==> src/rtl/apb_spi_pkg.sv <==
// Shared register map, bit positions and engine state encoding for the APB SPI master.
package apb_spi_pkg;

  localparam logic [2:0] CTRL_A   = 3'd0;
  localparam logic [2:0] CLKDIV_A = 3'd1;
  localparam logic [2:0] STATUS_A = 3'd2;
  localparam logic [2:0] TXDATA_A = 3'd3;
  localparam logic [2:0] RXDATA_A = 3'd4;

  localparam int CTRL_W     = 11;
  localparam int C_EN       = 0;
  localparam int C_CPOL     = 1;
  localparam int C_CPHA     = 2;
  localparam int C_SS_HOLD  = 3;
  localparam int C_SS_SEL   = 4;
  localparam int C_LSB      = 7;
  localparam int C_IE_TXE   = 8;
  localparam int C_IE_RXNE  = 9;
  localparam int C_IE_OVF   = 10;

  localparam int S_BUSY     = 0;
  localparam int S_TX_FULL  = 1;
  localparam int S_TX_EMPTY = 2;
  localparam int S_RX_FULL  = 3;
  localparam int S_RX_EMPTY = 4;
  localparam int S_RX_OVF   = 5;
  localparam int S_TX_LVL   = 8;
  localparam int S_RX_LVL   = 16;

  typedef enum logic [2:0] {IDLE, LOAD, LEAD, TRAIL, DONE} eng_state_t;

endpackage

==> src/rtl/spi_sync_fifo.sv <==
// Single-clock FIFO; a push while full or a pop while empty is ignored.
module spi_sync_fifo #(
  parameter int WIDTH = 8,
  parameter int DEPTH = 8
) (
  input  logic                     gclk,
  input  logic                     grst_n,
  input  logic                     push,
  input  logic [WIDTH-1:0]         din,
  input  logic                     pop,
  output logic [WIDTH-1:0]         dout,
  output logic                     full,
  output logic                     empty,
  output logic [$clog2(DEPTH):0]   level
);
  localparam int AW = $clog2(DEPTH);

  logic [WIDTH-1:0] mem [DEPTH];
  logic [AW-1:0]    wp, rp;
  logic [AW:0]      cnt;
  logic             do_push, do_pop;

  // full/empty come from the pre-edge count, so a push on a full FIFO loses even with a pop
  assign do_push = push & ~full;
  assign do_pop  = pop & ~empty;
  assign full    = (cnt == (AW+1)'(DEPTH));
  assign empty   = (cnt == '0);
  assign level   = cnt;
  assign dout    = mem[rp];

  always_ff @(posedge gclk)
    if (do_push) mem[wp] <= din;

  always_ff @(posedge gclk or negedge grst_n) begin
    if (!grst_n) begin
      wp  <= '0;
      rp  <= '0;
      cnt <= '0;
    end else begin
      if (do_push) wp <= wp + AW'(1);
      if (do_pop)  rp <= rp + AW'(1);
      cnt <= cnt + (AW+1)'(do_push) - (AW+1)'(do_pop);
    end
  end

endmodule

==> src/rtl/apb_spi_master.sv <==
// APB3 slave SPI master: CTRL/CLKDIV/STATUS registers, TX/RX FIFOs and a
// shift engine supporting all CPOL/CPHA modes, LSB-first and held selects.
module apb_spi_master
  import apb_spi_pkg::*;
#(
  parameter int DATA_W     = 8,
  parameter int FIFO_DEPTH = 8,
  parameter int NUM_SS     = 2,
  parameter int DIV_W      = 8
) (
  input  logic              SYSCLK,
  input  logic              NSYSRESET,
  input  logic              PSEL,
  input  logic              PENABLE,
  input  logic              PWRITE,
  input  logic [7:0]        PADDR,
  input  logic [31:0]       PWDATA,
  output logic [31:0]       PRDATA,
  output logic              PREADY,
  output logic              PSLVERR,
  output logic              SPI_CLK,
  output logic              SPI_DO,
  input  logic              SPI_DI,
  output logic [NUM_SS-1:0] SPI_SS_N,
  output logic              IRQ
);
  localparam int LW = $clog2(FIFO_DEPTH) + 1;
  localparam int BW = $clog2(DATA_W + 1);

  logic gclk, grst_n;
  assign gclk   = SYSCLK;
  assign grst_n = NSYSRESET;

  logic [CTRL_W-1:0] ctrl;
  logic [DIV_W-1:0]  clkdiv;
  logic              rx_ovf, acc_ok;
  logic              setup, access;
  logic [2:0]        ra;
  logic [31:0]       status, rdata_c;
  logic              err_c;

  logic              tx_push, tx_pop, tx_full, tx_empty;
  logic              rx_push, rx_pop, rx_full, rx_empty;
  logic [DATA_W-1:0] tx_dout, rx_dout;
  logic [LW-1:0]     tx_lvl, rx_lvl;

  eng_state_t        state;
  logic [DIV_W-1:0]  cnt, div_q;
  logic [BW-1:0]     bit_cnt;
  logic [DATA_W-1:0] tx_sh, rx_sh;
  logic              cpol_q, cpha_q, lsb_q, ss_on;
  logic              busy, start, half_done, ovf_set;

  wire unused_ok = ^{PADDR[7:5], PADDR[1:0], PWDATA};

  assign PREADY = 1'b1;
  assign setup  = PSEL & ~PENABLE;
  assign access = PSEL & PENABLE;
  assign ra     = PADDR[4:2];

  // ---------------- APB decode: outcome fixed in the setup phase ----------------
  always_comb begin
    status = '0;
    status[S_BUSY]            = busy;
    status[S_TX_FULL]         = tx_full;
    status[S_TX_EMPTY]        = tx_empty;
    status[S_RX_FULL]         = rx_full;
    status[S_RX_EMPTY]        = rx_empty;
    status[S_RX_OVF]          = rx_ovf;
    status[S_TX_LVL +: 8]     = 8'(tx_lvl);
    status[S_RX_LVL +: 8]     = 8'(rx_lvl);
  end

  always_comb begin
    err_c   = 1'b0;
    rdata_c = '0;
    case (ra)
      CTRL_A:   rdata_c = 32'(ctrl);
      CLKDIV_A: rdata_c = 32'(clkdiv);
      STATUS_A: begin
        err_c   = PWRITE;
        rdata_c = status;
      end
      TXDATA_A: err_c = ~PWRITE | tx_full;
      RXDATA_A: begin
        err_c = PWRITE | rx_empty;
        if (!rx_empty) rdata_c = 32'(rx_dout);
      end
      default:  err_c = 1'b1;
    endcase
    if (PWRITE || err_c) rdata_c = '0;
  end

  // acc_ok carries the setup-phase verdict so the access phase acts on the same decision
  always_ff @(posedge gclk or negedge grst_n) begin
    if (!grst_n) begin
      PRDATA  <= '0;
      PSLVERR <= 1'b0;
      acc_ok  <= 1'b0;
    end else if (setup) begin
      PRDATA  <= rdata_c;
      PSLVERR <= err_c;
      acc_ok  <= ~err_c;
    end else if (!access) begin
      PSLVERR <= 1'b0;
    end
  end

  assign tx_push = access &  PWRITE & (ra == TXDATA_A) & acc_ok;
  assign rx_pop  = access & ~PWRITE & (ra == RXDATA_A) & acc_ok;

  always_ff @(posedge gclk or negedge grst_n) begin
    if (!grst_n) begin
      ctrl   <= '0;
      clkdiv <= '0;
      rx_ovf <= 1'b0;
      IRQ    <= 1'b0;
    end else begin
      if (access && PWRITE && ra == CTRL_A)   ctrl   <= PWDATA[CTRL_W-1:0];
      if (access && PWRITE && ra == CLKDIV_A) clkdiv <= PWDATA[DIV_W-1:0];
      if (ovf_set)
        rx_ovf <= 1'b1;
      else if (access && PWRITE && ra == STATUS_A && PWDATA[S_RX_OVF])
        rx_ovf <= 1'b0;
      IRQ <= (ctrl[C_IE_TXE] & tx_empty) | (ctrl[C_IE_RXNE] & ~rx_empty) |
             (ctrl[C_IE_OVF] & rx_ovf);
    end
  end

  // ---------------- FIFOs ----------------
  spi_sync_fifo #(.WIDTH(DATA_W), .DEPTH(FIFO_DEPTH)) u_tx_fifo (
    .gclk(gclk), .grst_n(grst_n), .push(tx_push), .din(PWDATA[DATA_W-1:0]),
    .pop(tx_pop), .dout(tx_dout), .full(tx_full), .empty(tx_empty), .level(tx_lvl)
  );

  spi_sync_fifo #(.WIDTH(DATA_W), .DEPTH(FIFO_DEPTH)) u_rx_fifo (
    .gclk(gclk), .grst_n(grst_n), .push(rx_push), .din(rx_sh),
    .pop(rx_pop), .dout(rx_dout), .full(rx_full), .empty(rx_empty), .level(rx_lvl)
  );

  // ---------------- shift engine ----------------
  function automatic logic out_bit(input logic [DATA_W-1:0] d, input logic lsb);
    return lsb ? d[0] : d[DATA_W-1];
  endfunction

  function automatic logic [DATA_W-1:0] shift_out(input logic [DATA_W-1:0] d, input logic lsb);
    return lsb ? (d >> 1) : (d << 1);
  endfunction

  function automatic logic [DATA_W-1:0] shift_in(input logic [DATA_W-1:0] d, input logic b,
                                                 input logic lsb);
    return lsb ? {b, d[DATA_W-1:1]} : {d[DATA_W-2:0], b};
  endfunction

  assign busy      = (state != IDLE);
  assign half_done = (cnt == div_q);
  assign start     = (state == IDLE || state == DONE) && ctrl[C_EN] && !tx_empty;
  assign tx_pop    = start;
  assign rx_push   = (state == DONE);
  assign ovf_set   = rx_push & rx_full;

  always_ff @(posedge gclk or negedge grst_n) begin
    if (!grst_n) begin
      state   <= IDLE;
      cnt     <= '0;
      div_q   <= '0;
      bit_cnt <= '0;
      tx_sh   <= '0;
      rx_sh   <= '0;
      cpol_q  <= 1'b0;
      cpha_q  <= 1'b0;
      lsb_q   <= 1'b0;
      ss_on   <= 1'b0;
      SPI_CLK <= 1'b0;
      SPI_DO  <= 1'b0;
    end else begin
      case (state)
        IDLE, DONE: begin
          SPI_CLK <= ctrl[C_CPOL];
          if (start) begin
            // word start: timing/format config is sampled here and held for the word
            state   <= LOAD;
            cnt     <= '0;
            bit_cnt <= '0;
            cpol_q  <= ctrl[C_CPOL];
            cpha_q  <= ctrl[C_CPHA];
            lsb_q   <= ctrl[C_LSB];
            div_q   <= clkdiv;
            ss_on   <= 1'b1;
            if (!ctrl[C_CPHA]) begin
              SPI_DO <= out_bit(tx_dout, ctrl[C_LSB]);
              tx_sh  <= shift_out(tx_dout, ctrl[C_LSB]);
            end else begin
              tx_sh  <= tx_dout;
            end
          end else begin
            state <= IDLE;
            if (!ctrl[C_SS_HOLD]) ss_on <= 1'b0;
          end
        end
        LOAD: begin
          if (half_done) begin
            cnt     <= '0;
            state   <= LEAD;
            SPI_CLK <= ~cpol_q;
            if (cpha_q) begin
              SPI_DO <= out_bit(tx_sh, lsb_q);
              tx_sh  <= shift_out(tx_sh, lsb_q);
            end else begin
              rx_sh  <= shift_in(rx_sh, SPI_DI, lsb_q);
            end
          end else begin
            cnt <= cnt + DIV_W'(1);
          end
        end
        LEAD: begin
          if (half_done) begin
            cnt     <= '0;
            state   <= TRAIL;
            SPI_CLK <= cpol_q;
            bit_cnt <= bit_cnt + BW'(1);
            if (cpha_q) begin
              rx_sh  <= shift_in(rx_sh, SPI_DI, lsb_q);
            end else if (bit_cnt != BW'(DATA_W - 1)) begin
              SPI_DO <= out_bit(tx_sh, lsb_q);
              tx_sh  <= shift_out(tx_sh, lsb_q);
            end
          end else begin
            cnt <= cnt + DIV_W'(1);
          end
        end
        TRAIL: begin
          if (half_done) begin
            cnt <= '0;
            if (bit_cnt == BW'(DATA_W)) begin
              state <= DONE;
            end else begin
              state   <= LEAD;
              SPI_CLK <= ~cpol_q;
              if (cpha_q) begin
                SPI_DO <= out_bit(tx_sh, lsb_q);
                tx_sh  <= shift_out(tx_sh, lsb_q);
              end else begin
                rx_sh  <= shift_in(rx_sh, SPI_DI, lsb_q);
              end
            end
          end else begin
            cnt <= cnt + DIV_W'(1);
          end
        end
        default: state <= IDLE;
      endcase
    end
  end

  // select follows SS_SEL live; out-of-range selects match no output
  for (genvar i = 0; i < NUM_SS; i++) begin : g_ss
    assign SPI_SS_N[i] = ~(ss_on && (ctrl[C_SS_SEL +: 3] == 3'(i)));
  end

endmodule

==> config.mk <==
export PLATFORM = sky130hd
export DESIGN_NAME = apb_spi_master
export DESIGN_NICKNAME = d
export VERILOG_FILES = /design/src/rtl/apb_spi_pkg.sv /design/src/rtl/spi_sync_fifo.sv /design/src/rtl/apb_spi_master.sv
export SDC_FILE = /design/constraint.sdc
export NUM_CORES = 1
export LEC_CHECK = 0
export BUFFER_PORTS_ARGS = -buffer_cell sky130_fd_sc_hd__buf_2
export CAP_MARGIN = 0
export CORE_MARGIN = 8
export CORE_UTILIZATION = 54
export DETAILED_ROUTE_END_ITERATION = 10
export PLACE_DENSITY_LB_ADDON = 0.12
export SLEW_MARGIN = 10
export SYNTH_ARGS = -nofsm -noshare
export SYNTH_HDL_FRONTEND = slang
export SYNTH_HIERARCHICAL = 1
export SYNTH_SLANG_ARGS = --single-unit
==> constraint.sdc <==
create_clock -name SYSCLK -period 2.7 [get_ports SYSCLK]
set_input_delay 0.27 -clock SYSCLK [delete_from_list [all_inputs] [get_ports SYSCLK]]
set_output_delay 0.27 -clock SYSCLK [all_outputs]
set_load 0.05 [all_outputs]
==> qor_table.md <==
| Quantity | This run | Unit |
|:---|:---|:---|
| Tightest Hold Check Type | in2reg | - |
| Sequential fraction of the synthesis area | 59.9 | % |
| Die W | 157 | um |
| Setup TNS after final layout | 0 | ps |
| Average cell area after synthesis | 14.5 | um2 |
| Number of nets with antenna violations after detailed routing | 0 | - |
| Worst reg2reg path depth | 10 | - |
| Clock root buffer | clkbuf_16 | - |
| Share of flip-flops with an asynchronous set or reset after synthesis | 44.8 | % |
| Achievable frequency | 394 | MHz |
| Period utilisation layout | 94.0 | % |
| Leakage | 4.96 | nW |
| Kind of launch point of the worst setup path | flop | - |
| Number of instances in the synthesized netlist | 741 | - |
| Number of distinct library cells after synthesis | 65 | - |
| Clk buf depth | 3 | - |
| Most used DFF post-synth | edfxtp_1 | - |
| Level count of the clock H-tree | 1 | - |
| Proportion of power drawn by the clock network | 26.4 | % |
| Instance count along the most critical hold path | 2 | - |
| Switching power summed over all nets | 3.72 | mW |
| Slew at the pin with the worst max-slew slack | 855 | ps |
| Worst setup path class | reg2reg | - |
| Final setup skew | 12.4 | ps |
| Max VDD drop | 516 | uV |
| Overall die area | 24700 | um2 |
| Setup Buffers After CTS | 0 | - |
| Endpoints failing hold | 0 | - |
| Overall die height | 157 | um |
| Ratio of cells with drive above 1 in the final layout | 22.5 | % |
| Vias in the first global route | 6314 | - |
| Number of maximum-capacitance violations | 0 | - |
| Outcome | finished clean | - |
| Post-synthesis to final-layout area growth | 12.3 | % |
| Number of search-and-repair iterations in the first detailed-routing pass | 5 | - |
| Total global routing overflow | 0 | - |
| Detail-routed via count per cell | 5.68 | - |
| Worst hold-check slack | 22.9 | ps |
| Number of buffers added on ports | 41 | - |
| Final GP Congestion | 0.774 | - |
| Normalized max-slew margin | 43.0 | % |
| WL/cell | 20.1 | um |
| Peak fanout along the critical path | 7 | - |
| Minimum clock period after layout | 2540 | ps |
| Clk pin slew, worst setup/hold paths | 60 | ps |
| Mapped Area | 10800 | um2 |
| Number of synthesized register bits | 232 | - |
| TritonCTS clock tree | yes | - |
| Initial drt markers | 463 | - |
| Net count of the finished layout | 880 | - |
| Via count | 6224 | - |
| Total routing usage reported by global routing | 18.1 | % |
| Power density over cell area | 939 | nW/um2 |
| Number of clock buffers inserted by TritonCTS | 25 | - |
| Initial antenna violation count | 1 | - |
| Data required time at the worst endpoint | 3090 | ps |
| Portion of total power attributed to combinational logic | 28.9 | % |
| Wire length of the first global-routing pass | 35.1 | mm |
| Overall routed net length | 22.0 | mm |
| Core Rows | 51 | - |
| Setup repair after global routing missed its margin | false | - |
| # IOs | 85 | - |
| Worst endpoint data arrival time | 2930 | ps |
| DRC violation count after routing | 0 | - |
| Yosys warns | 6 | - |
| Maximum number of pins on one net before global-route repair | 57 | - |
| Switching part of the total | 32.8 | % |
| Critical Path End Type | flop | - |
| Clk_lat worst skew | 510 | ps |
| EDFF count, synth | 128 | - |
| Final setup viols | 0 | - |
| Starting density of the core | 55.1 | % |
| Detail Placement HPWL | 15.4 | mm |
| Clock Sink Count | 232 | - |
| Sequential share of power | 44.7 | % |
| Core Box Area | 19500 | um2 |
| Power Internal | 7.63 | mW |
| Fin. max-slew vios | 0 | - |
-- sequential cells by signal, indices dropped and copies added, names as in the netlist, 4 cells and up --
register,cells
cnt,8
tx_sh,8
clkdiv,8
rx_sh,8
u_rx_fifo/level,4
u_tx_fifo/mem,64
bit_cnt,4
u_tx_fifo/level,4
PRDATA,16
div_q,8
u_rx_fifo/mem,64
ctrl,11
-- critical path, stage by stage (launching register included) --
cell     delay (ps)
dfrtp_1         390
inv_1           110
ha_1            150
or3b_2          500
nand2_2         180
ha_1            250
inv_1            60
ha_1            170
inv_1            60
fa_1            410
xnor2_1         140
-- stage by stage --
stage	instance area, um2	setup WS (ps)	cells	power, mW	utilization (%)
after CTS	12100	155	1095	11.4	61.8
final	12100	162	1096	11.3	61.9
after global placement	11400	222	1050	8.25	58.2
after floorplan	10800	122	756	7.56	-
after detailed placement	11400	153	1050	8.41	58.2
after global routing	12100	23.3	1095	12.0	61.9
-- power groups by stage --
| stage | Clock (mW) | Combinational (mW) | Sequential, mW |
|---|---|---|---|
| floorplan | 0 | 2.68 | 4.87 |
| global placement | 0 | 3.17 | 5.08 |
| detailed placement | 0 | 3.28 | 5.13 |
| CTS | 3.07 | 3.29 | 5.06 |
| global route | 3.22 | 3.59 | 5.16 |
| finish | 3.00 | 3.28 | 5.07 |
-- cell usage in the layout (no fill, tap or decap), types with 25 or more instances in the layout --
cell       instances
inv_1             25
dfrtp_1          104
mux4_1            32
mux2_2            50
clkbuf_16         25
edfxtp_1         128
buf_2             40
nand2_1           68
buf_4             34
nor2_1            35
-- path summary, 6_finish.rpt --
check / start / endpoint / slack [ps]
worst max-delay path: u_rx_fifo/level[2] / u_rx_fifo/level[2] / 160
worst min-delay path: PWDATA[10] / ctrl[10] / 20
worst max register to register: u_rx_fifo/level[2] / u_rx_fifo/level[2] / 160
worst min register to register: ctrl[9] / ctrl[9] / 510
max in group asynchronous: NSYSRESET / IRQ / 1610
min in group asynchronous: NSYSRESET / tx_sh[3] / 340
-- kinds of logic (layout without fill, tap and decap cells) --
group | count (synthesis) | count (layout) | synth area share (%)
buffers and inverters | 74 | 148 | 3.85
adders and majority gates | 21 | 21 | 2.58
AOI/OAI and AO/OA | 90 | 90 | 5.52
muxes | 122 | 122 | 17.2
other | 2 | 18 | 0.0698
DFF | 232 | 232 | 59.9
and+or+nand+nor | 176 | 176 | 8.66
xor gates and xnor gates | 24 | 24 | 2.20
-- repair_timing --
action,CTS,global route
hold buffers,1,0
setup endpoints to repair,0,2
endpoints found under the hold margin,48,0
gates resized for setup,0,1
-- layer usage --
layer / vias to the layer above / GRT usage [%] / part of all wire (%)
li1: 2874 / - / -
met2: 165 / 27.9 / 46
met1: 3165 / 26.8 / 47
met5: - / 0 / 0
met4: 0 / 3.81 / 1.1
met3: 20 / 2.82 / 6.0
-- Yosys cell counts, drive strengths merged, types with 2 or more instances --
| master | count | area [um2] |
|---|---|---|
| a211oi | 8 | 60.1 |
| a21o | 4 | 30.0 |
| a21oi | 27 | 146 |
| a22o | 20 | 175 |
| a31oi | 4 | 25.0 |
| and2 | 2 | 12.5 |
| and3 | 3 | 18.8 |
| buf | 39 | 283 |
| clkbuf | 9 | 33.8 |
| conb | 2 | 7.51 |
| dfrtp | 104 | 2600 |
| edfxtp | 128 | 3840 |
| fa | 2 | 40.0 |
| ha | 19 | 238 |
| inv | 26 | 97.6 |
| mux2 | 67 | 785 |
| mux2i | 23 | 230 |
| mux4 | 32 | 841 |
| nand2 | 70 | 268 |
| nand2b | 9 | 56.3 |
| nand3 | 12 | 72.6 |
| nand3b | 4 | 33.8 |
| nor2 | 39 | 166 |
| nor2b | 5 | 31.3 |
| nor3 | 8 | 40.0 |
| nor3b | 5 | 42.5 |
| nor4 | 8 | 92.6 |
| o21ai | 19 | 95.1 |
| o31ai | 2 | 15.0 |
| or2 | 2 | 12.5 |
| or3b | 2 | 17.5 |
| xnor2 | 9 | 78.8 |
| xor2 | 15 | 158 |
-- final cells by class --
| cell class | instances | area [um2] |
|---|---|---|
| clock buffer | 35 | 673 |
| antenna | 1 | 2.50 |
| sequential | 232 | 6450 |
| fill | 1487 | 7440 |
| timing repair buffer | 78 | 526 |
| inverter | 26 | 97.6 |
| clock inverter | 9 | 37.5 |
| tap | 265 | 332 |
| multi-input combinational | 450 | 3970 |
(Power assumes the default switching activity.)
